### src/rtl/cru_sequencer.sv
// CRU controller for the TIPI card: synchronises the TI CRU bus, glitch-filters CRUCLK,
// commits single-bit writes to a 4-bit register, serves bit reads and times the Pi reset pulse.
module cru_sequencer #(
  parameter int unsigned SYNC_STAGES        = 2,
  parameter int unsigned FILTER_CYCLES      = 3,
  parameter int unsigned RESET_PULSE_CYCLES = 1000
) (
  input  logic        clk,
  input  logic        reset,
  input  logic [0:3]  cru_base,
  input  logic        ti_cru_clk,
  input  logic        ti_memen,
  input  logic        ti_ph3,
  input  logic [0:14] addr,
  input  logic        ti_cru_out,
  output logic        ti_cru_in,
  output logic [0:3]  bits,
  output logic        pi_reset,
  output logic        busy
);

  localparam int unsigned FW = (FILTER_CYCLES + 1 > 2) ? $clog2(FILTER_CYCLES + 1) : 1;
  localparam int unsigned PW = (RESET_PULSE_CYCLES > 2) ? $clog2(RESET_PULSE_CYCLES) : 1;

  typedef enum logic [1:0] {IDLE, FILT, COMMIT, RELEASE} state_t;

  logic [SYNC_STAGES-1:0] r_cruclk_sync;
  logic [SYNC_STAGES-1:0] r_memen_sync;
  logic [SYNC_STAGES-1:0] r_cruout_sync;
  logic [0:14]            r_addr_sync [SYNC_STAGES];

  logic        w_cruclk_s;
  logic        w_memen_s;
  logic        w_cruout_s;
  logic [0:14] w_addr_s;
  logic        w_hit;
  logic [1:0]  w_idx;
  logic        w_unused;

  state_t      r_state;
  state_t      w_state_nxt;
  logic [FW-1:0] r_fcnt;
  logic [FW-1:0] w_fcnt_nxt;
  logic        w_commit;

  logic [0:3]    r_bits;
  logic          r_busy;
  logic [PW-1:0] r_pcnt;
  logic          r_cru_in;

  always_ff @(posedge clk) begin
    if (reset) begin
      r_cruclk_sync <= '0;
      r_memen_sync  <= '0;
      r_cruout_sync <= '0;
      for (int unsigned i = 0; i < SYNC_STAGES; i++) r_addr_sync[i] <= '0;
    end else begin
      r_cruclk_sync <= {r_cruclk_sync[SYNC_STAGES-2:0], ti_cru_clk};
      r_memen_sync  <= {r_memen_sync[SYNC_STAGES-2:0], ti_memen};
      r_cruout_sync <= {r_cruout_sync[SYNC_STAGES-2:0], ti_cru_out};
      r_addr_sync[0] <= addr;
      for (int unsigned i = 1; i < SYNC_STAGES; i++) r_addr_sync[i] <= r_addr_sync[i-1];
    end
  end

  assign w_cruclk_s = r_cruclk_sync[SYNC_STAGES-1];
  assign w_memen_s  = r_memen_sync[SYNC_STAGES-1];
  assign w_cruout_s = r_cruout_sync[SYNC_STAGES-1];
  assign w_addr_s   = r_addr_sync[SYNC_STAGES-1];

  // addr_s[8:12] is deliberately not decoded, so the four bits alias across the window
  assign w_hit    = w_memen_s & (w_addr_s[0:3] == 4'b0001) & (w_addr_s[4:7] == cru_base);
  assign w_idx    = w_addr_s[13:14];
  assign w_unused = ^{ti_ph3, w_addr_s[8:12]};

  always_ff @(posedge clk) begin
    if (reset) begin
      r_state <= IDLE;
      r_fcnt  <= '0;
    end else begin
      r_state <= w_state_nxt;
      r_fcnt  <= w_fcnt_nxt;
    end
  end

  always_comb begin
    w_state_nxt = r_state;
    w_fcnt_nxt  = r_fcnt;
    w_commit    = 1'b0;
    case (r_state)
      IDLE: begin
        if (!w_cruclk_s) begin
          w_state_nxt = FILT;
          w_fcnt_nxt  = FW'(1);
        end
      end
      FILT: begin
        if (w_cruclk_s) begin
          w_state_nxt = IDLE;
        end else if (r_fcnt == FW'(FILTER_CYCLES)) begin
          w_state_nxt = COMMIT;
        end else begin
          w_fcnt_nxt = r_fcnt + 1'b1;
        end
      end
      COMMIT: begin
        w_commit    = 1'b1;
        w_state_nxt = RELEASE;
      end
      RELEASE: begin
        if (w_cruclk_s) w_state_nxt = IDLE;
      end
      default: w_state_nxt = IDLE;
    endcase
  end

  always_ff @(posedge clk) begin
    if (reset) begin
      r_bits   <= '0;
      r_busy   <= 1'b0;
      r_pcnt   <= '0;
      r_cru_in <= 1'b0;
    end else begin
      r_cru_in <= w_hit ? r_bits[w_idx] : 1'b0;
      if (r_busy) begin
        if (r_pcnt == PW'(RESET_PULSE_CYCLES - 1)) begin
          r_busy    <= 1'b0;
          r_bits[1] <= 1'b0;
        end else begin
          r_pcnt <= r_pcnt + 1'b1;
        end
      end
      // bit 1 only arms the pulse from idle; while busy, writes to it are dropped
      if (w_commit && w_hit) begin
        if (w_idx == 2'd1) begin
          if (!r_busy && w_cruout_s) begin
            r_bits[1] <= 1'b1;
            r_busy    <= 1'b1;
            r_pcnt    <= '0;
          end
        end else begin
          r_bits[w_idx] <= w_cruout_s;
        end
      end
    end
  end

  assign bits      = r_bits;
  assign pi_reset  = r_busy;
  assign busy      = r_busy;
  assign ti_cru_in = r_cru_in;

endmodule
### config.mk
export PLATFORM = sky130hd
export DESIGN_NAME = cru_sequencer
export DESIGN_NICKNAME = d
export VERILOG_FILES = /design/src/rtl/cru_sequencer.sv
export SDC_FILE = /design/constraint.sdc
export NUM_CORES = 1
export LEC_CHECK = 0
export ABC_AREA = 1
export BUFFER_PORTS_ARGS = -buffer_cell sky130_fd_sc_hd__buf_2
export CORE_MARGIN = 3
export CORE_UTILIZATION = 25
export CTS_CLUSTER_SIZE = 8
export DETAILED_ROUTE_END_ITERATION = 12
export GPL_ROUTABILITY_DRIVEN = 0
export PLACE_DENSITY = 0.43
export SLEW_MARGIN = 20
export SYNTH_ARGS = -nofsm -noshare
export SYNTH_HDL_FRONTEND = slang
export SYNTH_SLANG_ARGS = --single-unit
### constraint.sdc
create_clock -name clk -period 4.3 [get_ports clk]
set_clock_uncertainty 0.15 [all_clocks]
set_input_delay 0.215 -clock clk [delete_from_list [all_inputs] [get_ports clk]]
set_output_delay 0.215 -clock clk [all_outputs]
set_load 0.05 [all_outputs]
==> results of run 1 <==
## cell type report
class | instances | area, µm² | share of cell area
Clock buffer | 6 | 72.6 | 0.0311
Clock inverter | 2 | 37.5 | 0.0161
Inverter | 58 | 218 | 0.0932
Multi-Input combinational cell | 141 | 712 | 0.305
Sequential cell | 46 | 921 | 0.394
Tap cell | 96 | 120 | 0.0514
Timing Repair Buffer | 38 | 255 | 0.109
## registers in the layout, summed over array words and instances, names as in the netlist, named ones only
signal,cells
bits,4
r_state,1
ti_cru_in,1
busy,1
r_fcnt,2
r_addr_sync,20
r_cruout_sync,2
r_pcnt,10
r_memen_sync,2
r_cruclk_sync,2
## worst paths after layout
path	end	slack, ns	startpoint
max	pi_reset	2.54	busy$_SDFF_PP0_
min	ti_cru_in$_SDFF_PP0_	0.20	cru_base[2]
max reg2reg	r_pcnt[8]$_SDFF_PP0_	2.63	busy$_SDFF_PP0_
min reg2reg	r_addr_sync[0][22]$_SDFF_PP0_	0.25	r_addr_sync[0][7]$_SDFF_PP0_
## through the flow
step	setup WS, ns	cell area (µm²)	total power [mW]
floorplan	2.59	1880	0.482
global placement	2.63	2100	0.496
detailed placement	2.62	2100	0.497
CTS	2.52	2340	0.827
global route	2.47	2340	0.855
finish	2.54	2340	0.812
## worst reg2reg max path: stages (launching register included)
cell     delay [ns]
dfxtp_1        0.72
nand3_1        0.17
nor3_2         0.18
nand3_1        0.11
xor2_1         0.15
inv_1          0.05
nor2_1         0.03
## cell usage after synthesis
cell type	count	area (µm²)
inv_2	1	3.75
xnor2_1	1	8.76
nand4_1	1	6.26
xor2_1	6	52.6
o21ai_0	3	15.0
a31oi_1	1	6.26
nor2_4	1	11.3
a21oi_1	12	60.1
buf_2	1	5.00
inv_1	57	214
nand3_2	1	10.0
nand2_4	2	22.5
nand3_1	12	60.1
dfxtp_1	46	921
nand4_4	1	21.3
buf_4	1	7.51
o21a_1	1	7.51
nor3_2	1	10.0
nor3_1	2	10.0
ha_1	2	25.0
nor3_4	1	16.3
nand2_2	1	6.26
nor2_1	50	188
nand2_1	36	135
nor2_2	4	25.0
clkbuf_1	3	11.3
a211oi_1	1	7.51
clkbuf_2	1	5.00
a22oi_1	1	7.51
## power breakdown
part | internal [mW] | switching, mW
Sequential | 0.440 | 0.00576
Combinational | 0.0244 | 0.0250
Clock | 0.173 | 0.143
Total | 0.638 | 0.174
## layer usage
metal / track usage / wire length (µm)
met5: 0 / 0
met4: 0.0366 / 49
met2: 0.135 / 1370
met1: 0.108 / 1670
met3: 0.0252 / 128
## cells by family (layout without fill, tap and decap cells)
| kind of cell | after synthesis | count (layout) | share of synthesized area |
|---|---|---|---|
| simple gates | 113 | 113 | 0.278 |
| buf+inv | 64 | 104 | 0.131 |
| compound gates | 19 | 19 | 0.0553 |
| fa+ha+maj | 2 | 2 | 0.0133 |
| xor+xnor | 7 | 7 | 0.0326 |
| flops | 46 | 46 | 0.490 |
==> out/metrics.cfg, run 1 <==
[run_status]
status=completed

[final_layout]
stdcell_count=387
fin_util=0.331
mostFrequentLayoutCells=57 x inv_1, 50 x nor2_1, 46 x dfxtp_1
fillCellCount=807
final_nets=317
diodes=0
final_common_cell=inv_1
drive_gt1_frac=0.155
area_growth_syn_to_layout_pct=24.3

[timing]
grt_setup_unrepaired=false
min_period_over_period=0.409
report.final.slew_viol_count=0
final.setup.tns_ns=0
relSlewSlack=0.588
hold_viol=0
min_period_ns=1.76
fmax_mhz=569
holdWs_ns=0.199
worstMarginPinSlew_ns=0.617
setup_viol=0

[placed_design]
placed_cells=366
io_buffers=25
dp_hpwl_um=2260

[floorplanning]
die_x_um=92.7
ios=32
core-area_um2=7060
initial_core_util=0.266
design.die.area_um2=8590
die_y_um=92.7
num_rows=30

[routing]
wl_per_cell_um=8.34
totalWireLength_um=3230
viasPerCell=3.73
drc_errors=0
ant_nets=0
firstDrtPassIters=3
first_iter_violations=21
via_count=1442

[synth]
synth-seq-cells=46
seq_area_frac_synth=0.490
syn_inst=251
synth_cell_types=29
synth.avg_cell_area_um2=7.49
synth_nets=278
yosysWarnings=0
syn_area_um2=1880

[setup_path]
reg2reg_depth=6
crit_family=flip-flops
cp-start-kind=register
crit_path_max_incr_delay_ns=0.72
critPathKind=register to primary output
cp.depth=1
worst-path-max-fanout=18
worstPathCellList=buf_2
cp.arrival_ns=1.39
required_ns=3.93
crit_buf_inv=1
end_kind=primary output
crit_path_top_delay_cell=dfxtp_1

[clock_tree]
post_cts_buffers=0
clock_sinks=46
cts_tree=yes
post_cts_resize_count=0
clockBufferDepth=2
clk_pin_slew_worst_paths_ns=0.08
cts_htree_levels=2
cts_buffers=5
clock_tree.root_cell=clkbuf_8
ctsHoldBuffers=13
worstSkewPairLatency_ns=0.29

[power]
p_leak_nw=1.10
p_per_area_nw_per_um2=348
ir_worst_vdd_mv=0.121

[grt]
grt_pass1_vias=1378
grt-ovfl-total=0
grt.total_usage=0.0853
grt_max_degree=32
grt_pass1_wl_um=5930
antenna_found_initial=0

[hold_path]
hold_path_class=input pin to register
min_delay_path_depth=6

[run]
drv_cap=0

(Power assumes the default switching activity.)
==> inputs of run 2 (changes only) <==
--- a/config.mk
+++ b/config.mk
@@ -12,7 +12,7 @@
 export CTS_CLUSTER_SIZE = 8
 export DETAILED_ROUTE_END_ITERATION = 12
 export GPL_ROUTABILITY_DRIVEN = 0
-export PLACE_DENSITY = 0.43
+export PLACE_DENSITY = 0.44
 export SLEW_MARGIN = 20
 export SYNTH_ARGS = -nofsm -noshare
 export SYNTH_HDL_FRONTEND = slang
==> constraint.sdc (replaced) <==
create_clock -name clk -period 1.43 [get_ports clk]
set_clock_uncertainty 0.15 [all_clocks]
set_input_delay 0.0715 -clock clk [delete_from_list [all_inputs] [get_ports clk]]
set_output_delay 0.0715 -clock clk [all_outputs]
set_load 0.05 [all_outputs]
==> out/metrics.cfg, run 2 (synthesis gave the netlist of run 1 again) <==
[floorplanning]
design.die.area_um2=8590  ; unchanged
num_rows=30  ; unchanged
die_y_um=92.7  ; unchanged
die_x_um=92.7  ; unchanged
initial_core_util=0.266  ; unchanged
ios=32  ; unchanged
core-area_um2=7060  ; unchanged

[placed_design]
io_buffers=25  ; unchanged
dpl-instance-area_um2=2210  ; was 2100 µm²
placed_cells=381  ; was 366
dp_hpwl_um=2550  ; was 2260 µm

[grt]
grt-ovfl-total=0  ; unchanged
grt_pass1_vias=1456  ; was 1378
grt_max_degree=17  ; was 32
grt_pass1_wl_um=6400  ; was 5930 µm
grt.total_usage=0.0938  ; was 0.0853
antenna_found_initial=0  ; unchanged

[power]
p_leak_nw=1.23  ; was 1.10 nW
ir_worst_vdd_mv=0.419  ; was 0.121 mV
power_mw=2.48  ; was 0.812 mW
p_per_area_nw_per_um2=941  ; was 348 nW/µm²

[run]
drv_cap=0  ; unchanged

[final_layout]
diodes=0  ; unchanged
largest_reg_flops=20  ; unchanged
final_nets=338  ; was 317
mostFrequentLayoutCells=56 x inv_1, 44 x nor2_1, 39 x dfxtp_1  ; was 57 x inv_1, 50 x nor2_1, 46 x dfxtp_1
fillCellCount=765  ; was 807
top_register=r_addr_sync  ; unchanged
area_growth_syn_to_layout_pct=40.4  ; was 24.3%
finalInstanceArea_um2=2640  ; was 2340 µm²
final_common_cell=inv_1  ; unchanged
stdcell_count=408  ; was 387
drive_gt1_frac=0.279  ; was 0.155

[clock_tree]
clockBufferDepth=2  ; unchanged
cts_htree_levels=2  ; unchanged
clock_sinks=46  ; unchanged
cts_buffers=5  ; unchanged
cts_tree=yes  ; unchanged
clock_tree.root_cell=clkbuf_8  ; unchanged
worstSkewPairLatency_ns=0.30  ; was 0.29 ns
clk_pin_slew_worst_paths_ns=0.09  ; was 0.08 ns

[run_status]
status=finished, violations left  ; was completed
violations=setup timing

[timing]
worstMarginPinSlew_ns=0.449  ; was 0.617 ns
setup_viol=14  ; was 0
report.final.slew_viol_count=0  ; unchanged
min_period_ns=1.48
grt_setup_unrepaired=true  ; was false
relSlewSlack=0.700  ; was 0.588
holdWs_ns=0.0367  ; was 0.199 ns
finalWorstSetupSlack_ns=-0.0489  ; was 2.54 ns
hold_viol=0  ; unchanged
min_period_over_period=1.03
final.setup.tns_ns=-0.273  ; was 0 ns
fmax_mhz=676

[setup_path]
crit_path_top_delay_cell=dfxtp_2  ; was dfxtp_1
worstPathCellList=inv_2, nand2_1, nand2_1, nor2_2, nand3_2, nor2_4, nand2_4, buf_6, a21oi_2  ; was buf_2
crit_path_max_incr_delay_ns=0.34  ; was 0.72 ns
critPathKind=register to register  ; was register to primary output
crit_buf_inv=2  ; was 1
crit_family=simple AND/OR/NAND/NOR gates  ; was flip-flops
worst-path-max-fanout=4  ; was 18
cp-startpoint=r_addr_sync[0][24]$_SDFF_PP0_  ; was busy$_SDFF_PP0_
cp-start-kind=register  ; unchanged
end_kind=register  ; was primary output
required_ns=1.51  ; was 3.93 ns
cp.arrival_ns=1.56  ; was 1.39 ns
r2r-start=r_addr_sync[0][24]$_SDFF_PP0_  ; was busy$_SDFF_PP0_
cp_common_cell=nand2_1

[routing]
drc_errors=0  ; unchanged
firstDrtPassIters=4  ; was 3
viasPerCell=3.82  ; was 3.73
first_iter_violations=60  ; was 21
via_count=1557  ; was 1442
wl_per_cell_um=9.31  ; was 8.34 µm
ant_nets=0  ; unchanged
totalWireLength_um=3800  ; was 3230 µm

[hold_path]
hold_path_class=input pin to register  ; unchanged
min_from=reset  ; was cru_base[2]

run 2: cell types whose count changed in the layout (fill, tap and decap cells not counted), moves of 3 or more:
cell	change
buf_4	+14
dfxtp_1	-7
dfxtp_2	+6
nor2_1	-6
a21oi_1	-4
a21oi_2	+4
nor2_4	+4
buf_6	+3
run 2: routing by layer:
metal,global-route usage,vias to the layer above,share of wire
met3,0.0219,4,0.028
met5,0,-,0
met4,0.0403,0,0.015
met2,0.150,21,0.45
met1,0.121,672,0.51
li1,-,860,-
run 2: worst register-to-register path, cell delays in order, from the launching register on:
cell	delay, ns
dfxtp_2	0.34
inv_2	0.03
nand2_1	0.04
nand2_1	0.06
nor2_2	0.13
nand3_2	0.13
nor2_4	0.19
nand2_4	0.12
buf_6	0.15
a21oi_2	0.09
run 2: per-stage QoR:
step,util,worst slack (ns)
6_report,0.374,-0.0489
5_1_grt,0.374,-0.169
4_1_cts,0.363,-0.0512
3_5_place_dp,0.313,-0.0606
3_3_place_gp,0.313,-0.0523
2_1_floorplan,-,0.0106
run 2: path summary, 6_finish.rpt:
| check | end | slack, ns | cells after the start |
|---|---|---|---|
| worst min-delay path | busy$_SDFF_PP0_ | 0.04 | 3 |
| worst min register to register | r_addr_sync[0][23]$_SDFF_PP0_ | 0.25 | 2 |
| worst max register to register | busy$_SDFF_PP0_ | -0.05 | 9 |
| worst max-delay path | busy$_SDFF_PP0_ | -0.05 | 9 |
run 2: timing repair:
action	4_1_cts	5_1_grt
resized for setup	12	23
buffers inserted	2	1
pin swaps	11	9
endpoints found under the setup margin	13	17
hold endpoints to repair	13	0
hold buffers	15	0
cloned	1	0
run 2: layout make-up:
cell class              count  area [µm²]  share of cell area
multi-input cells         142         817               0.310
inverters                  58         218              0.0825
well taps                  96         120              0.0455
clock inverters             3        43.8              0.0166
repair buffers             58         439               0.166
clock buffers               5        68.8              0.0261
flip-flops and latches     46         932               0.353
run 2: where the power goes:
group	internal, mW	total (mW)	switching, mW
Clock	0.524	0.969	0.445
Combinational	0.0872	0.177	0.0898
Sequential	1.32	1.34	0.0156
==> inputs of run 3 (changes only) <==
--- a/config.mk
+++ b/config.mk
@@ -8,11 +8,11 @@
 export ABC_AREA = 1
 export BUFFER_PORTS_ARGS = -buffer_cell sky130_fd_sc_hd__buf_2
 export CORE_MARGIN = 3
-export CORE_UTILIZATION = 25
+export CORE_UTILIZATION = 49
 export CTS_CLUSTER_SIZE = 8
 export DETAILED_ROUTE_END_ITERATION = 12
 export GPL_ROUTABILITY_DRIVEN = 0
-export PLACE_DENSITY = 0.44
+export PLACE_DENSITY = 0.75
 export SLEW_MARGIN = 20
 export SYNTH_ARGS = -nofsm -noshare
 export SYNTH_HDL_FRONTEND = slang
==> constraint.sdc (replaced) <==
create_clock -name clk -period 1.3 [get_ports clk]
set_clock_uncertainty 0.15 [all_clocks]
set_input_delay 0.065 -clock clk [delete_from_list [all_inputs] [get_ports clk]]
set_output_delay 0.065 -clock clk [all_outputs]
set_load 0.05 [all_outputs]
==> out/metrics.cfg, run 3 (synthesis gave the netlist of run 1 again) <==
[power]
seqPwrFrac=0.580  ; was 0.539
p_per_area_nw_per_um2=985  ; was 941 nW/µm²
power.net_switching_mw=0.609  ; was 0.550 mW
p_leak_nw=1.21  ; was 1.23 nW
clkPwrFrac=0.347  ; was 0.390
power_mw=2.54  ; was 2.48 mW
switching_share=0.240  ; was 0.222
ir_worst_vdd_mv=0.783  ; was 0.419 mV
power_frac_comb=0.073  ; was 0.071
intPower_mw=1.93  ; about the same

[clock_tree]
clockBufferDepth=2  ; unchanged
cts_htree_levels=2  ; unchanged
cts_buffers=5  ; unchanged
clk_pin_slew_worst_paths_ns=0.09  ; about the same
cts_tree=yes  ; unchanged
clock_tree.root_cell=clkbuf_8  ; unchanged
worstSkewPairLatency_ns=0.30  ; about the same
clock_sinks=46  ; unchanged

[setup_path]
crit_family=simple AND/OR/NAND/NOR gates  ; unchanged
worst-path-max-fanout=6  ; was 4
crit_path_max_incr_delay_ns=0.33  ; was 0.34 ns
worstReg2RegEnd=r_pcnt[4]$_SDFF_PP0_  ; was busy$_SDFF_PP0_
reg2reg_slack_ns=-0.19  ; was -0.05 ns
cp.depth=9  ; unchanged
crit_path_top_delay_cell=dfxtp_1  ; was dfxtp_2
critPathKind=register to register  ; unchanged
cp-endpoint=r_pcnt[4]$_SDFF_PP0_  ; was busy$_SDFF_PP0_
required_ns=1.33  ; was 1.51 ns
reg2reg_depth=9  ; unchanged
crit_buf_inv=1  ; was 2
r2r-start=r_addr_sync[0][24]$_SDFF_PP0_  ; unchanged
cp.arrival_ns=1.52  ; was 1.56 ns
cp-start-kind=register  ; unchanged
worstPathCellList=inv_1, nand2_1, nand2_1, nor2_2, nand3_2, nor2_4, nand2_4, nand2_8, nor2_4  ; was inv_2, nand2_1, nand2_1, nor2_2, nand3_2, nor2_4, nand2_4, buf_6, a21oi_2
cp-startpoint=r_addr_sync[0][24]$_SDFF_PP0_  ; unchanged
end_kind=register  ; unchanged

[timing]
report.final.slew_viol_count=0  ; unchanged
worstMarginPinSlew_ns=0.466  ; was 0.449 ns
grt_setup_unrepaired=true  ; unchanged
min_period_over_period=1.14  ; was 1.03
relSlewSlack=0.689  ; was 0.700
min_period_ns=1.49  ; was 1.48 ns
hold_viol=0  ; unchanged
setup_viol=16  ; was 14
fmax_mhz=673  ; was 676 MHz
finalWorstSetupSlack_ns=-0.186  ; was -0.0489 ns

[routing]
viasPerCell=4.49  ; was 3.82
totalWireLength_um=3690  ; was 3800 µm
firstDrtPassIters=4  ; unchanged
first_iter_violations=82  ; was 60
via_count=1611  ; was 1557
drc_errors=0  ; unchanged
ant_nets=0  ; unchanged
wl_per_cell_um=10.3  ; was 9.31 µm

[final_layout]
stdcell_count=359  ; was 408
fin_util=0.732  ; was 0.374
diodes=0  ; unchanged
area_growth_syn_to_layout_pct=37.2  ; was 40.4%
drive_gt1_frac=0.300  ; was 0.279
final_nets=339  ; was 338
top_register=r_addr_sync  ; unchanged
largest_reg_flops=20  ; unchanged
finalInstanceArea_um2=2580  ; was 2640 µm²
final_common_cell=inv_1  ; unchanged
mostFrequentLayoutCells=57 x inv_1, 42 x nor2_1, 40 x dfxtp_1  ; was 56 x inv_1, 44 x nor2_1, 39 x dfxtp_1

[placed_design]
io_buffers=25  ; unchanged
dpl-instance-area_um2=2170  ; was 2210 µm²
placed_cells=332  ; was 381
dpl_worst_slack_ns=-0.149  ; was -0.0606 ns
dp_hpwl_um=2400  ; was 2550 µm

[floorplanning]
die_x_um=67.9  ; was 92.7 µm
design.die.area_um2=4610  ; was 8590 µm²
num_rows=21  ; was 30
core-area_um2=3520  ; was 7060 µm²
ios=32  ; unchanged
initial_core_util=0.534  ; was 0.266
die_y_um=67.9  ; was 92.7 µm

[grt]
grt_max_degree=31  ; was 17
grt-ovfl-total=0  ; unchanged
grt_pass1_wl_um=6150  ; was 6400 µm
grt.total_usage=0.178  ; was 0.0938
antenna_found_initial=0  ; unchanged
grt_pass1_vias=1484  ; was 1456

[run]
drv_cap=0  ; unchanged

[run_status]
violations=setup timing  ; unchanged
status=finished, violations left  ; unchanged

[hold_path]
hold_path_class=input pin to register  ; unchanged

run 3: cell count changes in the layout (fill, tap and decap cells not counted), moves of 2 or more:
cell           before  now
dlygate4sd3_1      15   13
clkbuf_4            2    0
nor2_4              5    7
nand2_4             4    2
buf_6               3    5
nand2_2             0    3
buf_4              14   18
nor2_1             44   42
run 3: area by class of cell:
type / count / area, µm²
Fill cell: 259 / 942
Sequential cell: 46 / 931
Multi-Input combinational cell: 142 / 842
Timing Repair Buffer: 59 / 437
Inverter: 58 / 218
Clock buffer: 5 / 68.8
Tap cell: 46 / 57.6
Clock inverter: 3 / 25.0
run 3: worst register-to-register path, cell delays in order (launching register included):
cell	delay [ns]
dfxtp_1	0.33
inv_1	0.04
nand2_1	0.04
nand2_1	0.06
nor2_2	0.11
nand3_2	0.11
nor2_4	0.20
nand2_4	0.14
nand2_8	0.13
nor2_4	0.04
run 3: worst min-delay path by stage:
stage,start,to,slack [ns],cells after the start
final,reset,busy$_SDFF_PP0_,0.08,3
after global routing,reset,busy$_SDFF_PP0_,0.09,3
after CTS,reset,r_addr_sync[0][11]$_SDFF_PP0_,0.08,3
after detailed placement,addr[3],r_addr_sync[0][11]$_SDFF_PP0_,0.12,3
after global placement,addr[7],r_addr_sync[0][7]$_SDFF_PP0_,0.11,3
after floorplan,addr[14],r_addr_sync[0][0]$_SDFF_PP0_,0.02,2
run 3: repair_timing:
action,4_1_cts,5_1_grt
setup endpoints to repair,19,20
cloned,1,0
setup buffers,4,2
pin swaps,9,5
hold endpoints to repair,13,0
resized for setup,20,15
hold buffers,13,0
run 3: power by group through the flow:
stage,sequential [mW],clock [mW],combinational (mW)
after global routing,1.48,0.957,0.214
after CTS,1.47,0.912,0.180
after floorplan,1.50,0,0.0922
after detailed placement,1.50,0,0.142
after global placement,1.50,0,0.138
final,1.47,0.882,0.187
run 3: through the flow:
step	hold slack, ns	TNS (ns)
2_1_floorplan	0.0220	-0.334
3_3_place_gp	0.112	-0.994
3_5_place_dp	0.120	-1.68
4_1_cts	0.0801	-1.69
5_1_grt	0.0941	-4.18
6_report	0.0846	-2.45
run 3: routing by layer:
metal | GRT usage | vias up | wire length [µm]
met3 | 0.0509 | 5 | 140
met1 | 0.189 | 713 | 1590
met5 | 0 | - | 0
li1 | - | 861 | -
met2 | 0.331 | 32 | 1920
met4 | 0.0645 | 0 | 38
